## src/rtl/types_pkg.sv

```systemverilog
// Shared types for the strategy switcher: strategy codes, switch FSM states
// and a request-validity helper.
package types_pkg;

    typedef enum logic [7:0] {
        PASS    = 8'd0,
        INVERT  = 8'd1,
        DELAY   = 8'd2,
        STRETCH = 8'd3,
        EDGE    = 8'd4
    } strategy_e;

    localparam int STRAT_COUNT = 5;

    typedef enum logic {
        RUN   = 1'b0,
        BLANK = 1'b1
    } switch_state_e;

    function automatic logic is_valid_strategy(input logic [7:0] code);
        return code < 8'(STRAT_COUNT);
    endfunction

endpackage

```

## src/rtl/strategy_channel.sv

```systemverilog
// One channel's processing: delay line, previous sample and stretch counter.
// next_out is combinational; the top registers it into out_data.
module strategy_channel
    import types_pkg::*;
#(
    parameter int PAR_W = 3
) (
    input  logic             clock,
    input  logic             reset,
    input  logic             in_bit,
    input  strategy_e        mode,
    input  logic [PAR_W-1:0] par_q,
    input  logic             clear,
    output logic             next_out
);
    localparam int DEPTH = 2 ** PAR_W;

    logic [DEPTH-2:0] dline;
    logic [DEPTH-1:0] taps;
    logic [PAR_W-1:0] cnt;
    logic [PAR_W-1:0] cnt_next;
    logic [PAR_W-1:0] stretch_len;
    logic             prev;
    logic             rising;

    // taps[k] is the input k cycles ago; the first line stage doubles as the previous sample
    assign taps        = {dline, in_bit};
    assign prev        = dline[0];
    assign rising      = in_bit & ~prev;
    assign stretch_len = (par_q == '0) ? PAR_W'(1) : par_q;

    always_comb begin
        cnt_next = cnt;
        if (rising) begin
            cnt_next = stretch_len;
        end else if (cnt != '0) begin
            cnt_next = cnt - 1'b1;
        end
    end

    always_ff @(posedge clock or negedge reset) begin
        if (!reset) begin
            dline <= '0;
            cnt   <= '0;
        end else if (clear) begin
            dline <= '0;
            cnt   <= '0;
        end else begin
            dline <= taps[DEPTH-2:0];
            cnt   <= cnt_next;
        end
    end

    always_comb begin
        next_out = in_bit;
        case (mode)
            PASS:    next_out = in_bit;
            INVERT:  next_out = ~in_bit;
            DELAY:   next_out = taps[par_q];
            STRETCH: next_out = (cnt_next != '0);
            EDGE:    next_out = rising;
            default: next_out = in_bit;
        endcase
    end

endmodule

```

## src/rtl/strategy_switcher.sv

```systemverilog
// N-channel strategy switcher: per-channel processing with a valid/ready
// strategy request and a GUARD-cycle blanking interval on every accepted switch.
module strategy_switcher
    import types_pkg::*;
#(
    parameter int N_CH  = 4,
    parameter int PAR_W = 3,
    parameter int GUARD = 4
) (
    input  logic              clock,
    input  logic              reset,
    input  logic [N_CH-1:0]   in_data,
    input  logic [7:0]        sel,
    input  logic [PAR_W-1:0]  par,
    input  logic              sel_valid,
    output logic              sel_ready,
    output logic [N_CH-1:0]   out_data,
    output logic [7:0]        active_sel,
    output logic              switching,
    output logic              sel_error,
    output switch_state_e     fsm_state
);
    localparam int CNT_W = (GUARD > 1) ? $clog2(GUARD) : 1;

    logic [CNT_W-1:0] blank_cnt;
    logic [7:0]       pend_sel;
    logic [PAR_W-1:0] pend_par;
    logic [PAR_W-1:0] par_q;
    logic [N_CH-1:0]  next_bits;
    logic             blanking;
    logic             accept;
    strategy_e        mode;

    // A request transfers when sel_valid && sel_ready; invalid codes are refused with sel_error.
    assign blanking  = (fsm_state == BLANK);
    assign sel_ready = ~blanking;
    assign switching = blanking;
    assign accept    = sel_valid && sel_ready && is_valid_strategy(sel);
    assign mode      = strategy_e'(active_sel);

    for (genvar i = 0; i < N_CH; i++) begin : g_ch
        strategy_channel #(.PAR_W(PAR_W)) u_ch (
            .clock    (clock),
            .reset    (reset),
            .in_bit   (in_data[i]),
            .mode     (mode),
            .par_q    (par_q),
            .clear    (blanking),
            .next_out (next_bits[i])
        );
    end

    always_ff @(posedge clock or negedge reset) begin
        if (!reset) begin
            fsm_state  <= RUN;
            active_sel <= 8'd0;
            par_q      <= '0;
            pend_sel   <= 8'd0;
            pend_par   <= '0;
            blank_cnt  <= '0;
            sel_error  <= 1'b0;
        end else begin
            sel_error <= 1'b0;
            case (fsm_state)
                RUN: begin
                    if (sel_valid) begin
                        if (is_valid_strategy(sel)) begin
                            pend_sel  <= sel;
                            pend_par  <= par;
                            blank_cnt <= CNT_W'(GUARD - 1);
                            fsm_state <= BLANK;
                        end else begin
                            sel_error <= 1'b1;
                        end
                    end
                end
                BLANK: begin
                    if (blank_cnt == '0) begin
                        active_sel <= pend_sel;
                        par_q      <= pend_par;
                        fsm_state  <= RUN;
                    end else begin
                        blank_cnt <= blank_cnt - 1'b1;
                    end
                end
                default: fsm_state <= RUN;
            endcase
        end
    end

    // Outputs go dark from the accepting edge through the last blanking cycle.
    always_ff @(posedge clock or negedge reset) begin
        if (!reset) begin
            out_data <= '0;
        end else if (accept || blanking) begin
            out_data <= '0;
        end else begin
            out_data <= next_bits;
        end
    end

endmodule

```

## config.mk

```make
export PLATFORM = sky130hd
export DESIGN_NAME = strategy_switcher
export DESIGN_NICKNAME = d
export VERILOG_FILES = /design/src/rtl/types_pkg.sv /design/src/rtl/strategy_channel.sv /design/src/rtl/strategy_switcher.sv
export SDC_FILE = /design/constraint.sdc
export NUM_CORES = 1
export LEC_CHECK = 0
export CAP_MARGIN = 20
export CORE_AREA = 2 2 117 73
export CTS_BUF_LIST = sky130_fd_sc_hd__clkbuf_4 sky130_fd_sc_hd__clkbuf_8
export DETAILED_ROUTE_END_ITERATION = 10
export DIE_AREA = 0 0 119 75
export MAX_ROUTING_LAYER = met4
export PLACE_DENSITY = 0.63
export SLEW_MARGIN = 15
export SYNTH_ARGS = -nofsm -noshare
export SYNTH_HDL_FRONTEND = slang
export SYNTH_HIERARCHICAL = 1
export SYNTH_SLANG_ARGS = --single-unit
```

## constraint.sdc

```tcl
create_clock -name clock -period 2.5 [get_ports clock]
set_input_delay 0.5 -clock clock [delete_from_list [all_inputs] [get_ports clock]]
set_output_delay 0.5 -clock clock [all_outputs]
set_load 0.05 [all_outputs]
```

==> results by group, run 1 <==
Timing
  – Worst slew pin tran: 786 ps
  – Setup Skew: 7.38 ps
  – Fin. max-slew vios: 0
  – Fin crit period: 2220 ps
  – Max Clock Freq: 451 MHz
  – Final setup viols: 0
  – Setup TNS: 0 ps
  – Slew HR: 47.6%
  – Final WS setup: 282 ps
  – Fin. Hold Viols: 0
  – Final period utilization: 88.7%
  – Unrepaired setup endpoints after global routing: false

Power
  – Clock share of power: 19.2%
  – Comb pwr share: 43.0%
  – Leakage: 1.93 nW
  – Seq pwr share: 37.8%
  – Sw Ratio: 38.0%
  – Power per cell area: 1180 nW/µm²
  – Internal power: 3.01 mW
  – P_sw: 1.85 mW
  – Worst IR Drop VDD: 441 µV

Synth
  – Post-synthesis sequential area ratio: 51.8%
  – Post-synthesis net count: 318
  – Synth Flop Type: dfrtp_1
  – Cells after Synth: 287
  – Synth cell types: 34
  – Post-Synthesis Cell Area: 3380 µm²
  – YS warnings: 6
  – EDFF count, synth: 0
  – Syn avg cell area: 11.8 µm²
  – Seq cells post-synth: 70
  – Asr flop ratio synth: 100%

Drt
  – Wire per inst: 15.7 µm
  – Drt pass-1 iters: 4
  – DRC errors left: 0
  – DR vias: 2238
  – Vias/cell: 5.02
  – ANT nets after route: 0
  – 1st-iter DRT viols: 155
  – Drt total wl: 7020 µm

Setup path
  – Reg2Reg Setup Slack: 390 ps
  – Crit. End Element: output port
  – Setup CP Type: flip-flop to output port
  – FF-to-FF End: out_data[3]
  – FF-to-FF path depth: 5
  – Startpoint types: flip-flop
  – CP required: 2000 ps
  – CP top delay family: buffers and inverters
  – CP Data Arrival Time: 1720 ps
  – Max incr delay on CP: 860 ps
  – Crit path max-delay cell type: clkdlybuf4s50_1
  – Reg2Reg Launch Point: active_sel[5]
  – Max FO, Critical Path: 8
  – CP Cell Sequence: clkdlybuf4s50_1
  – WP buf/inv: 1

Global route
  – Layer with the highest usage: met1
  – Total GRT Usage: 18.3%
  – Initial antenna violation count: 0
  – Global-route wire length before repair: 11600 µm
  – Vias in the first global route: 2176
  – GR Overflow Total: 0
  – GRT met1 Usage: 27.4%
  – Grt met3 use: 5.83%
  – Pin count of the biggest net entering global routing: 71
  – GR Util met2: 22.8%

Die
  – Die X-Extent: 119 µm
  – Initial core utilization: 43.4%
  – DIE AREA: 8930 µm²
  – Io pins: 34
  – Die height: 75 µm
  – Core Footprint: 7790 µm²
  – Row cnt: 25

Layout
  – Most frequent cells in the layout: dfrtp_1, nor2b_1, clkdlybuf4s50_1
  – Area added between synthesis and finish: 21.4%
  – Ratio of cells with drive above 1 in the final layout: 16.0%
  – Most common library cell in the layout ignoring fill and taps: dfrtp_1
  – Final #Nets: 364
  – Ant. Diodes: 0
  – FILL cells: 669

Clock network
  – Hold buffers post-CTS: 0
  – Clock Latency Late Sink: 350 ps
  – Post-CTS setup buffers: 0
  – Clk root buf: clkbuf_8
  – Num CTS Buffers: 9
  – # H-tree levels: 3
  – Post-cts resize count: 0
  – Max clock buf depth: 2
  – CTS tree: done
  – Reg clk slew, reported paths: 70 ps
  – CTS sink cnt: 70

Placed design
  – DP Worst Slack: 274 ps
  – Port buffer count: 33
  – Hpwl dp: 4670 µm
  – Gpl congestion: 0.758

Outcome
  – Status: finished clean

Job
  – Max_cap viols: 0

Min path
  – Worst hold-check path type: input pin to async pin
==> sequential cells by signal, indices dropped and copies added (netlist names) <==
| signal | cells |
|---|---|
| pend_sel | 8 |
| pend_par | 3 |
| g_ch.u_ch/dline | 28 |
| active_sel | 8 |
| out_data | 4 |
| par_q | 3 |
| blank_cnt | 2 |
| sel_error | 1 |
| g_ch.u_ch/cnt | 12 |
| fsm_state | 1 |
==> final cells by class <==
type,instances,area (µm²),area share (%)
sequential,70,1750,42.7
multi-input combinational,190,1520,36.9
timing repair buffer,42,423,10.3
clock buffer,12,159,3.87
tap,108,135,3.29
inverter,20,75.1,1.83
clock inverter,4,45.0,1.10
==> worst register-to-register path, delay by kind of cell (launching register included) <==
| kind | cells | cell delay (ps) |
|---|---|---|
| AOI/OAI and AO/OA | 2 | 320 |
| and+or+nand+nor | 3 | 1260 |
| DFF | 1 | 440 |
==> logic make-up after synthesis <==
kind of cell | synth area share (%)
compound gates | 8.03
xor+xnor | 1.04
fa+ha+maj | 4.81
buf+inv | 3.37
flops | 51.8
mux | 13.8
simple gates | 17.2
==> worst max-delay path by stage <==
stage / startpoint / endpoint / slack (ps) / cells past startpoint
5_1_grt: active_sel[1] / active_sel[1] / 220 / 1
3_5_place_dp: in_data[1] / out_data[1] / 270 / 6
4_1_cts: active_sel[1] / active_sel[1] / 260 / 1
6_report: active_sel[1] / active_sel[1] / 280 / 1
2_1_floorplan: active_sel[5] / out_data[0] / 410 / 5
3_3_place_gp: in_data[1] / out_data[1] / 330 / 6
==> power by group through the flow <==
stage | combinational, mW | clock, mW | sequential (mW)
6_report | 2.09 | 0.932 | 1.84
5_1_grt | 2.32 | 1.01 | 1.89
4_1_cts | 2.10 | 0.967 | 1.84
3_5_place_dp | 2.09 | 0 | 1.85
3_3_place_gp | 2.05 | 0 | 1.85
2_1_floorplan | 1.27 | 0 | 2.01
==> metal layers <==
layer  wire length (µm)  part of all wire [%]
met1               3870                    55
met2               2850                    41
met3                234                   3.3
met4                 57                  0.81
met5                  0                     0
==> per-stage QoR <==
step / instance area (µm²) / hold slack (ps) / instances / total power, mW / util (%)
after floorplan: 3380 / 204 / 287 / 3.28 / -
after global placement: 3900 / 467 / 430 / 3.90 / 50.1
after detailed placement: 3900 / 470 / 430 / 3.94 / 50.1
after CTS: 4110 / 160 / 446 / 4.91 / 52.7
after global routing: 4110 / 167 / 446 / 5.22 / 52.7
final: 4110 / 157 / 446 / 4.86 / 52.7
==> cells in the mapped netlist (2+ instances only) <==
cell | count | area share [%]
mux2_1 | 2 | 0.67
mux2i_1 | 8 | 2.4
o22ai_1 | 4 | 0.74
nand2_1 | 7 | 0.78
and2_1 | 4 | 0.74
inv_1 | 20 | 2.2
a21oi_1 | 12 | 1.8
xor2_1 | 4 | 1.0
nand2b_1 | 4 | 0.74
nor2b_1 | 39 | 7.2
nand3b_1 | 4 | 0.89
nor3_1 | 8 | 1.2
or4_1 | 8 | 1.8
mux2_2 | 11 | 3.7
dfrtp_1 | 70 | 52
and3b_1 | 4 | 1.0
o211ai_1 | 4 | 0.89
nor2_1 | 18 | 2.0
a211oi_1 | 12 | 2.7
mux2_4 | 4 | 1.8
mux4_2 | 8 | 5.3
a31oi_1 | 5 | 0.92
clkbuf_1 | 4 | 0.44
ha_1 | 13 | 4.8
(Power assumes the default switching activity.)
==> inputs of run 2 (changes only) <==
- PLACE_DENSITY: 0.63 -> 0.66
- TNS_END_PERCENT: default -> 5
- clock period: 2.5 -> 2.04 ns (I/O delays scaled with it)
==> run 2 against run 1 <==
Compared with the run above: first-iteration DRC count is 33% lower; largest cell class unchanged; sequential share of layout area decreased by 1.6 points; critical path type is now flip-flop to flip-flop; worst hold slack improved by 330 ps.
==> results by group, run 2 (same netlist as run 1, synthesis figures left out) <==
Timing
  – Worst slew pin tran: 759 ps (-26.2 ps)
  – Fin. Hold Viols: 0 (unchanged)
  – Slew HR: 49.4% (+1.7 points)
  – Final period utilization: 96.5%
  – Max Clock Freq: 508 MHz
  – Fin crit period: 1970 ps
  – Final WS setup: 71.6 ps (-210 ps)
  – Setup Skew: 12.4 ps (+5.04 ps)
  – Fin. max-slew vios: 0 (unchanged)
  – Unrepaired setup endpoints after global routing: true
  – Final setup viols: 0 (unchanged)

Layout
  – Most common library cell in the layout ignoring fill and taps: dfrtp_1
  – Most frequent cells in the layout: dfrtp_1, nor2b_1, buf_4
  – Ratio of cells with drive above 1 in the final layout: 23.6% (+7.7 points)
  – Area added between synthesis and finish: 26.3%
  – Largest Register: g_ch.u_ch/dline
  – Post-Layout Cell Count: 459 (+2.9%)
  – Final #Nets: 377 (+3.6%)
  – Largest register FFs: 28 (unchanged)
  – Regs by FF count: g_ch.u_ch/dline x28, g_ch.u_ch/cnt x12
  – Ant. Diodes: 0 (unchanged)

Drt
  – Drt total wl: 7170 µm (+2.1%)
  – DR vias: 2305 (+3.0%)
  – DRC errors left: 0 (unchanged)
  – ANT nets after route: 0 (unchanged)
  – Wire per inst: 15.6 µm (-0.77%)
  – 1st-iter DRT viols: 104 (-33%)
  – Drt pass-1 iters: 4 (unchanged)
  – Vias/cell: 5.02 (about the same)

Global route
  – Initial antenna violation count: 0 (unchanged)
  – GR Overflow Total: 0 (unchanged)
  – Global-route wire length before repair: 11800 µm (+1.2%)
  – Total GRT Usage: 18.3% (about the same)
  – Pin count of the biggest net entering global routing: 33 (-54%)
  – Vias in the first global route: 2287 (+5.1%)

Power
  – Leakage: 2.04 nW (+5.8%)
  – Power per cell area: 1420 nW/µm² (+20%)
  – Worst IR Drop VDD: 600 µV (+36%)

Die
  – Die height: 75 µm (unchanged)
  – DIE AREA: 8930 µm² (unchanged)
  – Die X-Extent: 119 µm (unchanged)
  – Io pins: 34 (unchanged)
  – Initial core utilization: 43.4% (unchanged)
  – Row cnt: 25 (unchanged)
  – Core Footprint: 7790 µm² (unchanged)

Clock network
  – # H-tree levels: 3 (unchanged)
  – Clk root buf: clkbuf_8
  – Clock Latency Late Sink: 350 ps (about the same)
  – Num CTS Buffers: 9 (unchanged)
  – CTS sink cnt: 70 (unchanged)
  – Reg clk slew, reported paths: 80 ps (about the same)
  – CTS tree: done
  – Max clock buf depth: 2 (unchanged)

Placed design
  – Gpl congestion: 0.809 (+6.6%)
  – DP Worst Slack: -15.2 ps (-289 ps)
  – Cell count after placement: 441 (+2.6%)
  – Hpwl dp: 4930 µm (+5.6%)
  – Port buffer count: 33 (unchanged)

Setup path
  – Crit path max-delay cell type: or4_1
  – Max FO, Critical Path: 5 (-3)
  – Startpoint types: flip-flop
  – Setup CP Type: flip-flop to flip-flop
  – CP Cell Sequence: or4_1 > or4_4 > a21oi_2 > o22ai_1 > and2_1
  – Reg2Reg Launch Point: active_sel[5]
  – CP Data Arrival Time: 2220 ps (+500 ps)
  – CP required: 2290 ps (+290 ps)
  – CP Launch Point: active_sel[5]
  – Max incr delay on CP: 550 ps (-310 ps)
  – FF-to-FF End: out_data[1]
  – FF-to-FF path depth: 5 (unchanged)
  – Reg2Reg Setup Slack: 70 ps (-320 ps)
  – Crit. End Element: flip-flop

Outcome
  – Status: finished clean

Min path
  – Worst hold-check path type: flip-flop to flip-flop
  – Hold Path Origin: blank_cnt[0]
  – Hold path cells: 1
  – Hold endpoint: blank_cnt[0]

Job
  – Max_cap viols: 0 (unchanged)
## run 2: report_power, final
part | switching [mW] | total, mW | internal [mW] | leakage [nW]
registers | 0.389 | 2.25 | 1.86 | 0.907
logic | 1.39 | 2.66 | 1.27 | 1.03
clock network | 0.535 | 1.15 | 0.611 | 0.0990
## run 2: how the worst max path moves through the flow
stage,to,slack (ps),cells past startpoint
detailed placement,out_data[3],-20,6
global route,out_data[1],-3,5
CTS,out_data[0],10,5
global placement,out_data[3],10,6
finish,out_data[1],70,5
floorplan,out_data[0],40,5
## run 2: stage by stage
| step | hold WS [ps] | utilization [%] | power, mW | cell area (µm²) | TNS [ps] |
|---|---|---|---|---|---|
| floorplan | 112 | - | 4.02 | 3390 | 0 |
| global placement | 372 | 51.5 | 4.86 | 4010 | 0 |
| detailed placement | 376 | 51.5 | 4.93 | 4010 | -22.3 |
| CTS | 486 | 54.2 | 6.10 | 4230 | 0 |
| global route | 513 | 54.8 | 6.50 | 4270 | -3.36 |
| finish | 489 | 54.8 | 6.06 | 4270 | 0 |
## run 2: layer usage
layer	vias to the layer above	routed length [µm]	track usage, %
met1	1131	3780	25.3
li1	1131	-	-
met4	0	46	5.16
met2	37	3040	26.3
met5	-	0	-
met3	6	299	5.61
## run 2: area by class of cell
type,instances,area [µm²]
clock buffers,11,145
clock inverters,5,58.8
fillers,683,3520
inverters,20,75.1
multi-input cells,190,1550
flip-flops and latches,70,1760
well taps,108,135
repair buffers,55,552
## run 2: worst max-delay path: cells and delay by family (launching register included)
kind	cells	cell delay, ps
AOI/OAI and AO/OA	2	230
DFF	1	430
and+or+nand+nor	3	1190
## run 2: what timing repair did
action | CTS | global route
setup endpoints to repair | 1 | 4
hold endpoints to repair | 11 | 0
setup buffers | 0 | 1
hold buffers | 1 | 0
pin swaps | 0 | 2
gates resized for setup | 1 | 11
==> inputs of run 3 (changes only) <==
- CORE_AREA: 2 2 117 73 -> 2 2 115 73
- DIE_AREA: 0 0 119 75 -> 0 0 117 75
- PLACE_DENSITY: 0.66 -> 0.67
==> run 3 against run 2 <==
Compared with the run above: cell count decreased by 1.1%; sequential share of layout area increased by 1.2 points; die area decreased by 1.7%; highest routed layer unchanged.
==> results by group, run 3 (same netlist as run 1, synthesis figures left out) <==
Layout
  – Most common library cell in the layout ignoring fill and taps: dfrtp_1
  – Ant. Diodes: 0 (unchanged)
  – Regs by FF count: g_ch.u_ch/dline x28, g_ch.u_ch/cnt x12
  – Ratio of cells with drive above 1 in the final layout: 20.2% (-3.4 points)
  – Final #Nets: 372 (-1.3%)
  – Area added between synthesis and finish: 22.8%
  – Largest Register: g_ch.u_ch/dline
  – Largest register FFs: 28 (unchanged)
  – Finished Core Util: 54.2% (-0.66 points)
  – Most frequent cells in the layout: dfrtp_1, nor2b_1, clkdlybuf4s50_1

Setup path
  – Startpoint types: flip-flop
  – FF-to-FF End: out_data[3]
  – CP top delay family: simple AND/OR/NAND/NOR gates
  – Crit path max-delay cell type: or4_1
  – Worst path most repeated cell: or4_1
  – CP Cell Sequence: or4_1 > or4_1 > a21oi_1 > o22ai_1 > and2_1
  – Crit. End Element: flip-flop
  – FF-to-FF path depth: 5 (unchanged)
  – Reg2Reg Setup Slack: 60 ps (about the same)
  – WP buf/inv: 0 (unchanged)
  – CP required: 2300 ps (about the same)
  – Setup CP Type: flip-flop to flip-flop
  – Max incr delay on CP: 550 ps (about the same)
  – Reg2Reg Launch Point: active_sel[5]
  – CP Data Arrival Time: 2230 ps (about the same)
  – Max FO, Critical Path: 6 (+1)

Timing
  – Unrepaired setup endpoints after global routing: true
  – Slew HR: 53.4% (+4.1 points)
  – Setup Skew: 7.38 ps (-5.04 ps)
  – Max Clock Freq: 506 MHz (-0.36%)
  – Final setup viols: 0 (unchanged)
  – Final period utilization: 96.8% (+0.35 points)
  – Fin crit period: 1980 ps (+7.11 ps)
  – Fin. max-slew vios: 0 (unchanged)
  – Fin. Hold Viols: 0 (unchanged)
  – Hold WS: 59.3 ps (-430 ps)
  – Worst slew pin tran: 698 ps (-61.1 ps)

Drt
  – Drt total wl: 7230 µm (+0.89%)
  – ANT nets after route: 0 (unchanged)
  – Wire per inst: 15.9 µm (+2.0%)
  – 1st-iter DRT viols: 130 (+25%)
  – DRC errors left: 0 (unchanged)
  – Vias/cell: 5.17 (+2.9%)
  – DR vias: 2345 (+1.7%)
  – Drt pass-1 iters: 4 (unchanged)

Global route
  – Global-route wire length before repair: 12000 µm (+2.1%)
  – Vias in the first global route: 2385 (+4.3%)
  – Total GRT Usage: 19.4% (+1.1 points)
  – Initial antenna violation count: 0 (unchanged)
  – Pin count of the biggest net entering global routing: 71 (+120%)
  – GR Overflow Total: 0 (unchanged)

Die
  – Core Footprint: 7660 µm² (-1.6%)
  – Io pins: 34 (unchanged)
  – Die X-Extent: 117 µm (-1.7%)
  – Initial core utilization: 44.1% (+0.71 points)
  – Die height: 75 µm (unchanged)
  – DIE AREA: 8780 µm² (-1.7%)
  – Row cnt: 25 (unchanged)

Outcome
  – Status: finished clean

Clock network
  – Clk root buf: clkbuf_8
  – Hold buffers post-CTS: 0 (-1)
  – Max clock buf depth: 2 (unchanged)
  – CTS tree: done
  – CTS sink cnt: 70 (unchanged)
  – Reg clk slew, reported paths: 70 ps (about the same)
  – # H-tree levels: 3 (unchanged)
  – Num CTS Buffers: 9 (unchanged)
  – Clock Latency Late Sink: 360 ps (about the same)

Min path
  – Worst hold-check path type: input pin to async pin

Job
  – Max_cap viols: 0 (unchanged)

Power
  – Leakage: 1.98 nW (-3.0%)
  – Power per cell area: 1420 nW/µm² (+0.26%)
  – Worst IR Drop VDD: 668 µV (+11%)

Placed design
  – Port buffer count: 33 (unchanged)
  – Hpwl dp: 4830 µm (-2.0%)
  – Gpl congestion: 0.758 (-6.2%)
-- run 3: changes by cell type in the layout (fill, tap and decap cells not counted), moves of 2 or more --
| cell | before | now |
|---|---|---|
| buf_4 | 23 | 20 |
| a21oi_1 | 9 | 12 |
| clkinv_2 | 1 | 3 |
| or4_1 | 2 | 8 |
| a21oi_2 | 3 | 0 |
| or4_4 | 6 | 0 |
-- run 3: layout make-up --
| cell class | instances | area, µm² |
|---|---|---|
| Timing Repair Buffer | 50 | 495 |
| Sequential cell | 70 | 1760 |
| Inverter | 20 | 75.1 |
| Multi-Input combinational cell | 190 | 1520 |
| Clock inverter | 6 | 37.5 |
| Tap cell | 108 | 135 |
| Fill cell | 686 | 3510 |
| Clock buffer | 10 | 138 |
-- run 3: worst reg2reg max path, delay by kind of cell, from the launching register on --
family	cells	cell delay, ps
AOI/OAI and AO/OA	2	250
and+or+nand+nor	3	1190
DFF	1	430
-- run 3: stage by stage --
step	total power, mW	setup WS [ps]	TNS [ps]	std cells	area [µm²]
after floorplan	4.02	35.9	0	287	3390
after global placement	4.84	-6.63	-6.63	438	3980
after detailed placement	4.91	-27.9	-27.9	438	3980
after CTS	5.96	7.74	0	454	4150
after global routing	6.34	-23.6	-35.3	454	4150
final	5.91	64.4	0	454	4150
-- run 3: power by group --
| part | internal (mW) | total [mW] | switching [mW] |
|---|---|---|---|
| Clock | 0.466 | 1.01 | 0.548 |
| Combinational | 1.24 | 2.63 | 1.39 |
| Sequential | 1.87 | 2.26 | 0.392 |
-- run 3: metal layers --
| metal | global-route usage [%] | routed length, µm | vias to the layer above |
|---|---|---|---|
| met5 | - | 0 | - |
| met1 | 27.1 | 3640 | 1159 |
| met2 | 26.7 | 3020 | 51 |
| met4 | 5.49 | 93 | 0 |
| met3 | 6.84 | 480 | 10 |
| li1 | - | - | 1125 |
-- run 3: worst max-delay path by stage --
stage / from / slack [ps] / endpoint / cells past startpoint
floorplan: active_sel[5] / 40 / out_data[0] / 5
global placement: in_data[2] / -7 / out_data[2] / 6
detailed placement: in_data[3] / -30 / out_data[3] / 6
CTS: active_sel[7] / 8 / active_sel[7] / 1
global route: active_sel[5] / -20 / out_data[3] / 5
finish: active_sel[5] / 60 / out_data[3] / 5
-- run 3: repair_timing --
item / 4_1_cts / 5_1_grt
pin swaps: 0 / 0
endpoints found under the setup margin: 2 / 3
buffers inserted: 0 / 0
resized for setup: 2 / 1
hold endpoints to repair: 0 / 0
gates cloned: 0 / 0
